File: config.mk
export PLATFORM = sky130hd
export DESIGN_NAME = capture_readout
export DESIGN_NICKNAME = d
export VERILOG_FILES = /design/src/rtl/capture_readout.sv
export SDC_FILE = /design/constraint.sdc
export NUM_CORES = 1
export LEC_CHECK = 0
export CORE_ASPECT_RATIO = 0.7
export CORE_MARGIN = 1.5
export CORE_UTILIZATION = 40
export CTS_CLUSTER_SIZE = 30
export DETAILED_ROUTE_END_ITERATION = 8
export DONT_BUFFER_PORTS = 1
export PLACE_DENSITY = 0.58
export SLEW_MARGIN = 20
export SYNTH_ARGS = -nofsm -noshare
export SYNTH_HDL_FRONTEND = slang
export SYNTH_SLANG_ARGS = --single-unit
File: constraint.sdc
create_clock -name clk -period 3.15 [get_ports clk]
set_clock_uncertainty 0.15 [all_clocks]
set_input_delay 0.4725 -clock clk [delete_from_list [all_inputs] [get_ports clk]]
set_output_delay 0.4725 -clock clk [all_outputs]
set_load 0.1 [all_outputs]
File: src/rtl/capture_readout.sv
// Streams captured BRAM samples as a framed byte sequence: header, 24-bit count, samples.
// Define READOUT_CHECKSUM_EN to append an 8-bit running sum of count and sample bytes.
module capture_readout #(
  parameter int unsigned ADDR_W     = 18,
  parameter int unsigned DATA_W     = 8,
  parameter logic [7:0]  HEADER     = 8'hA5,
  parameter int unsigned RD_LATENCY = 1
) (
  input  logic              clk,
  input  logic              reset,
  input  logic              start,
  input  logic              abort,
  input  logic [ADDR_W-1:0] sample_count,
  output logic              rd_en,
  output logic [ADDR_W-1:0] rd_addr,
  input  logic [DATA_W-1:0] rd_data,
  output logic [7:0]        tx_data,
  output logic              tx_valid,
  input  logic              tx_ready,
  output logic              busy,
  output logic              done
);

  typedef enum logic [3:0] {
    StIdle, StHdr, StCnt2, StCnt1, StCnt0, StRdReq, StRdWait, StSend,
`ifdef READOUT_CHECKSUM_EN
    StCsum,
`endif
    StFin
  } state_e;

  state_e            state_q;
  logic [ADDR_W-1:0] count_q;
  logic [ADDR_W:0]   idx_q;    // one bit wider so a full-range count cannot wrap
  logic [1:0]        wait_q;
  logic [23:0]       cnt24;
  logic [ADDR_W:0]   idx_inc;
  logic              hs;
`ifdef READOUT_CHECKSUM_EN
  logic [7:0]        csum_q;
`endif

  assign cnt24   = 24'(count_q);
  assign idx_inc = idx_q + (ADDR_W+1)'(1);
  assign hs      = tx_valid & tx_ready;

  always_ff @(posedge clk) begin
    if (reset) begin
      state_q  <= StIdle;
      count_q  <= '0;
      idx_q    <= '0;
      wait_q   <= '0;
      rd_en    <= 1'b0;
      rd_addr  <= '0;
      tx_data  <= '0;
      tx_valid <= 1'b0;
      busy     <= 1'b0;
      done     <= 1'b0;
    end else if (abort) begin
      state_q  <= StIdle;
      rd_en    <= 1'b0;
      tx_valid <= 1'b0;
      busy     <= 1'b0;
      done     <= 1'b0;
    end else begin
      case (state_q)
        StIdle: begin
          if (start) begin
            count_q  <= sample_count;
            idx_q    <= '0;
            rd_addr  <= '0;
            tx_data  <= HEADER;
            tx_valid <= 1'b1;
            busy     <= 1'b1;
            state_q  <= StHdr;
          end
        end
        StHdr: if (hs) begin
          tx_data <= cnt24[23:16];
          state_q <= StCnt2;
        end
        StCnt2: if (hs) begin
          tx_data <= cnt24[15:8];
          state_q <= StCnt1;
        end
        StCnt1: if (hs) begin
          tx_data <= cnt24[7:0];
          state_q <= StCnt0;
        end
        StCnt0: if (hs) begin
          if (count_q != '0) begin
            tx_valid <= 1'b0;
            rd_en    <= 1'b1;
            rd_addr  <= idx_q[ADDR_W-1:0];
            state_q  <= StRdReq;
          end else begin
`ifdef READOUT_CHECKSUM_EN
            tx_data  <= csum_q + tx_data;
            state_q  <= StCsum;
`else
            tx_valid <= 1'b0;
            done     <= 1'b1;
            busy     <= 1'b0;
            state_q  <= StFin;
`endif
          end
        end
        StRdReq: begin
          rd_en   <= 1'b0;
          wait_q  <= 2'(RD_LATENCY - 1);
          state_q <= StRdWait;
        end
        StRdWait: begin
          if (wait_q == 2'd0) begin
            tx_data  <= rd_data;
            tx_valid <= 1'b1;
            state_q  <= StSend;
          end else begin
            wait_q <= wait_q - 2'd1;
          end
        end
        StSend: if (hs) begin
          idx_q <= idx_inc;
          if (idx_inc == {1'b0, count_q}) begin
`ifdef READOUT_CHECKSUM_EN
            tx_data  <= csum_q + tx_data;
            state_q  <= StCsum;
`else
            tx_valid <= 1'b0;
            done     <= 1'b1;
            busy     <= 1'b0;
            state_q  <= StFin;
`endif
          end else begin
            tx_valid <= 1'b0;
            rd_en    <= 1'b1;
            rd_addr  <= idx_inc[ADDR_W-1:0];
            state_q  <= StRdReq;
          end
        end
`ifdef READOUT_CHECKSUM_EN
        StCsum: if (hs) begin
          tx_valid <= 1'b0;
          done     <= 1'b1;
          busy     <= 1'b0;
          state_q  <= StFin;
        end
`endif
        StFin: begin
          done    <= 1'b0;
          state_q <= StIdle;
        end
        default: state_q <= StIdle;
      endcase
    end
  end

`ifdef READOUT_CHECKSUM_EN
  // Header is excluded: only count and sample bytes accumulate.
  always_ff @(posedge clk) begin
    if (reset) begin
      csum_q <= '0;
    end else if (state_q == StIdle && start) begin
      csum_q <= '0;
    end else if (hs && (state_q == StCnt2 || state_q == StCnt1 || state_q == StCnt0 ||
                        state_q == StSend)) begin
      csum_q <= csum_q + tx_data;
    end
  end
`endif

endmodule
Yosys cells after proc, flatten, opt, wreduce, memory -nomap -nowiden
Cells that the tools add are included.
{"block": "word_totals", "reg_bits": 73, "in_bits": 31, "out_inout_bits": 30, "word_cells": 104}
{"block": "op_classes", "add_sub_neg": 2, "n_eq_ne": 22, "muxes": 46, "bitwise_logic": 2, "n_reduce_logical": 22}
{"op": "$mux W18", "count": 5}
{"op": "$pmux W18 S3", "count": 1}
{"op": "$mux W8", "count": 5}
{"op": "$pmux W8 S5", "count": 1}
{"op": "$mux W19", "count": 2}
{"op": "$pmux W19 S2", "count": 1}
{"op": "$mux W4", "count": 9}
{"op": "$pmux W4 S8", "count": 1}
{"op": "$ne A2 B2 Y1 const B", "count": 12}
{"op": "$reduce_and A7 Y1", "count": 3}
{"op": "$add A19 B1 Y19 const B", "count": 1}
{"op": "$eq A19 B18 Y1", "count": 1}
{"op": "$reduce_bool A18 Y1", "count": 1}
{"op": "$eq A4 B3 Y1 const B", "count": 4}
{"op": "$mux W1", "count": 15}
{"op": "$pmux W1 S3", "count": 4}
{"op": "$reduce_bool A3 Y1", "count": 4}
{"op": "$reduce_and A5 Y1", "count": 2}
{"op": "$eq A4 B2 Y1 const B", "count": 2}
{"op": "$reduce_and A4 Y1", "count": 2}
{"op": "$reduce_and A3 Y1", "count": 2}
{"op": "$reduce_and A6 Y1", "count": 1}
{"op": "$reduce_bool A5 Y1", "count": 1}
{"op": "$eq A4 B1 Y1 const B", "count": 1}
{"op": "other kinds (11)", "count": 13}

Depth between registers and ports, before layout
{"block": "logic_depth", "word_depth": 5, "mapped_depth": 12, "mapped_depth_nobuf": 9}

Least setup slack after synthesis
Ideal clock, no wire load.
{"block": "synth_timing", "path_type": "reg2reg", "start": "register idx_q[1]", "end": "register rd_addr[14]", "setup_ns": 0.128, "arrival_ns": 2.707, "required_ns": 2.872, "path_slack_ns": 0.166, "stages_incl_launch_ff": 13, "n_path_buf": 3, "synth_period_minus_slack_ns": 2.984, "cell_sequence": "dfxtp_1 ha_1 and3_1 buf_2 nand3_2 nor4_2 xnor2_1 a2111oi_4 a21o_1 buf_6 buf_6 mux2i_1 nor2_1"}
{"block": "synth_between", "elab_chain_cells": 4, "elab_cells_between_ends": 7, "classes_between": "add/sub: 1; eq/ne: 2; mux: 3; reduce/logical: 1"}
{"element": "start, declared", "line_no": "34", "text": "logic [ADDR_W:0] idx_q;"}
{"element": "start signal, assigned", "line_no": "123", "text": "idx_q <= idx_inc;"}
{"element": "$add A19 B1 Y19 (*)", "line_no": "44", "text": "assign idx_inc = idx_q + (ADDR_W+1)'(1);"}
{"element": "$eq A19 B18 Y1 or $mux W18 (tied branches)", "line_no": "124", "text": "if (idx_inc == {1'b0, count_q}) begin"}
{"element": "$ne A2 B2 Y1 (no line) or $mux W18 (tied branches)"}
{"element": "$reduce_and A7 Y1 (no line) or $pmux W18 S3 (tied branches)"}
{"element": "end signal, assigned", "line_no": "94", "text": "rd_addr <= idx_q[ADDR_W-1:0];"}
{"element": "end signal, assigned", "line_no": "137", "text": "rd_addr <= idx_inc[ADDR_W-1:0];"}
{"element": "end, declared", "line_no": "15", "text": "output logic [ADDR_W-1:0] rd_addr,"}
Every way passes the cells marked *; elsewhere a longest branch is shown, timed or not. The select of a mux whose other input is x is not followed.
A chain may end at the register's enable or synchronous reset.

Worst setup path in the final report
{"block": "layout_timing", "start": "register idx_q[0]", "end": "register rd_addr[0]"}
{"block": "layout_between", "elab_chain_cells": 4, "elab_cells_between_ends": 9, "classes_between": "add/sub: 1; eq/ne: 2; mux: 5; reduce/logical: 1"}
{"element": "$add A19 B1 Y19", "line_no": "44"}
{"element": "$eq A19 B18 Y1 or $mux W18 (tied branches)", "line_no": "124"}
{"element": "$ne A2 B2 Y1 (no line) or $mux W18 (tied branches)"}
{"element": "$reduce_and A7 Y1 (no line) or $pmux W18 S3 (tied branches)"}
Parallel ways exist; a longest one is shown, timed or not. The select of a mux whose other input is x is not followed.

==> impl_results.md <==
* Status: finished, final reports clean
* # IOs at a little over 60
* Leak at approximately 1.6 nW
* Ys Warns at 0
* Post-synthesis cell count at between 500 and 600
* Post-synth EDFFs at 0
* Library cells used by synthesis at 58
* Die W at 127 um
* RR Endpoint: rd_addr[0]
* Max IR drop VDD at 0.000258 V
* Synth area leader: dfxtp_1
* Sw Ratio at 0.268
* Final ANT Viol Nets at 0
* Synth Area in Compound Gates at 0.249
* ANT cells at 0
* Post-synth design cell area at 4290 um^2
* Pin count of the biggest net entering global routing at 67
* Die area at roughly 11000 um^2
* CTS H-tree lvls at 3
* Crit-path cells: buf_4 > nand4_4 > or4_1 > xnor2_1 > a2111oi_2 > buf_4 > o211a_1 > a21o_1 > buf_12 > mux2i_1 > nor2_1
* CTS tree: built
* Slew @ Worst Pin at 0.992 ns
* Die height at roughly 90 um
* GRT Residual Overflow at 0
* Slew Limit Headroom at 0.338
* Avg WL per Cell at roughly 19 um
* CP startpoint kind: flip-flop
* RSZ-0062 raised after global routing: false
* Worst reg2reg setup slack at about 0.17 ns
* Share of cells above drive strength 1 at 0.118
* Total wire length at approximately 13 mm
* Mux cell area share after synthesis at 0.0210
* Final Hold Vio Count at 0
* Routability cong. at between 0.8 and 0.9
* Main synth FF type: dfxtp_1
* Arr. time, crit path at ~3 ns
* Most frequent cells in the layout: nand2_1 (87), a21oi_1 (79), dfxtp_1 (71)
* CTS clock-pin slew for the worst setup and hold paths at 0.06 ns
* Final hold slack at between 0.04 and 0.05 ns
* GRT Util Overall at 0.236
* Critical path peak fanout at 29
* Hold Path Class: input pin to flip-flop
* Largest cells by area after synthesis: dfxtp_1 (34%), a21oi_1 (9.2%), nand2_1 (7.6%)
* Hold endpoint: rd_addr[17]
* Logic pwr share at 0.070
* Adder and majority gate portion of the synthesized area at 0.00584
* Initial core utilization at 0.412
* CP endpoint kind: flip-flop
* Hold depth at 1
* Via density at approximately 6.0
* Sequential Power Share at 0.440
* Hold Buf Count CTS at 0
* Worst setup path startpoint: idx_q[0]
* Post-layout min period at between 2 and 3 ns
* FP Rows at 31
* F_max at about 340 MHz
* R2R Path Start: idx_q[0]
* Setup violators final at 0
* Max cap viols at 0
* Vias in the first global route at roughly 3800
* Internal cell power at ~0.0017 W
* TNS Setup at 0 ns
* Worst path slowest cell: or4_1
* Fin. max-slew vios at 0
* Clk Latency, worst-skew pair at about 0.35 ns
* First-pass GRT wire length at 20.5 mm
* Largest family of logic cells by synthesized area: simple AND/OR/NAND/NOR gates
* Worst hold start: reset
* CTS max path bufs at 2
* Initial antenna violation count at 0
* Synth Area in Simple Gates at 0.270
* Synthesized area per cell at 7.60 um^2
* Worst EP required at ~3.2 ns
* DRT Pass-1 Iters at 5
* Mapped Nets at slightly below 600
* Port Buffers at 0
* Core footprint at slightly above 10000 um^2
* Nets at about 590
* 1st-iter DRT viols at 470
* Post-synth top area share at 0.341
* Critical Path Most Common Cell: buf_4
* CTS buffer count at 9
* Yosys reg bits at between 70 and 80
* Critical path class: flip-flop to flip-flop
* PwrDens at 487 nW/um^2
* Via count at ~4100
* # DRC at 0
* Switching power at between 0.0006 and 0.0007 W
* Clock power frac at 0.490
* Post-synth ARST share at 0
* Cell count of the worst reg-to-reg path at 11
* Root buf cell: clkbuf_16
* Clk sinks at 73
* Crit-path max cell delay at between 0.6 and 0.7 ns
* Most common cell after layout, fill and taps aside: nand2_1
* Post-Synth XOR/XNOR Area at 0.0555
* Final period util at 0.945
* Register area share after synthesis at 0.341
* Synth-to-Final Area Change at 11.9%
* Final HPWL from detailed placement at approximately 9.1 mm
## per-layer routing
metal	up-vias	wire length, um	track usage
met5	-	0	0
met4	0	194	0.0723
met3	15	966	0.0598
met2	154	5080	0.337
met1	1953	6600	0.348
li1	2014	-	-
## worst max-delay path: cells and delay by family, from the launching register on
kind	cells	cell delay [ns]
and+or+nand+nor	3	0.81
AOI/OAI and AO/OA	3	0.60
buffers and inverters	3	0.55
DFF	1	0.34
muxes	1	0.20
xor gates and xnor gates	1	0.18
## power groups by stage
| stage | sequential, W | combinational [W] | clock [W] |
|---|---|---|---|
| after floorplan | 0.00104 | 0.000138 | 0 |
| after global placement | 0.00105 | 0.000158 | 0 |
| after detailed placement | 0.00105 | 0.000160 | 0 |
| after CTS | 0.00103 | 0.000161 | 0.00116 |
| after global routing | 0.00103 | 0.000183 | 0.00120 |
| final | 0.00103 | 0.000163 | 0.00115 |
## state kept, by name (all words and copies together), names as in the netlist
name      flops
busy          1
count_q      18
done          1
idx_q        19
rd_addr      18
rd_en         1
state_q       4
tx_data       8
tx_valid      1
wait_q        2
## layout make-up
type / count / area [um^2]
Multi-Input combinational cell: 438 / 2600
Sequential cell: 73 / 1460
Inverter: 4 / 15.0
Tap cell: 132 / 165
Timing Repair Buffer: 28 / 223
Clock inverter: 7 / 101
Clock buffer: 9 / 225
Fill cell: 1054 / 5600
## repair_timing
action | 4_1_cts | 5_1_grt
hold endpoints to repair | 0 | 0
setup buffers | 0 | 0
endpoints found under the setup margin | 0 | 21
resized for setup | 0 | 9
## stage by stage
step | cells | cell area (um^2) | utilization | total power (W) | worst slack, ns
after floorplan | 564 | 4290 | - | 0.00118 | 0.166
after global placement | 675 | 4440 | 0.428 | 0.00120 | 0.146
after detailed placement | 675 | 4440 | 0.428 | 0.00121 | 0.0846
after CTS | 691 | 4770 | 0.459 | 0.00235 | 0.0671
after global routing | 691 | 4790 | 0.461 | 0.00242 | 0.0492
final | 691 | 4790 | 0.461 | 0.00234 | 0.175
## synth_stat cells (all sizes together), types with 10 or more instances
cell type and n:
dfxtp 73, a31oi 15, a22oi 10, o21ai 19
nand2 87, a311oi 10, xnor2 14, buf 14
nor3 18, a21oi 79, clkbuf 35, nor2 57
## worst max path at each step
stage	end	slack, ns
floorplan	rd_addr[14]	0.17
global placement	rd_addr[14]	0.15
detailed placement	rd_addr[0]	0.08
CTS	rd_addr[17]	0.07
global route	rd_addr[6]	0.05
finish	rd_addr[0]	0.17
## kinds of logic after synthesis
logic type	Yosys count
AND/OR/NAND/NOR	234
AO/OA/AOI/OAI	169
flip-flops	73
buffers and inverters	53
XOR/XNOR	24
multiplexers	9
adder cells (fa/ha/maj)	2
(Power assumes the default switching activity.)
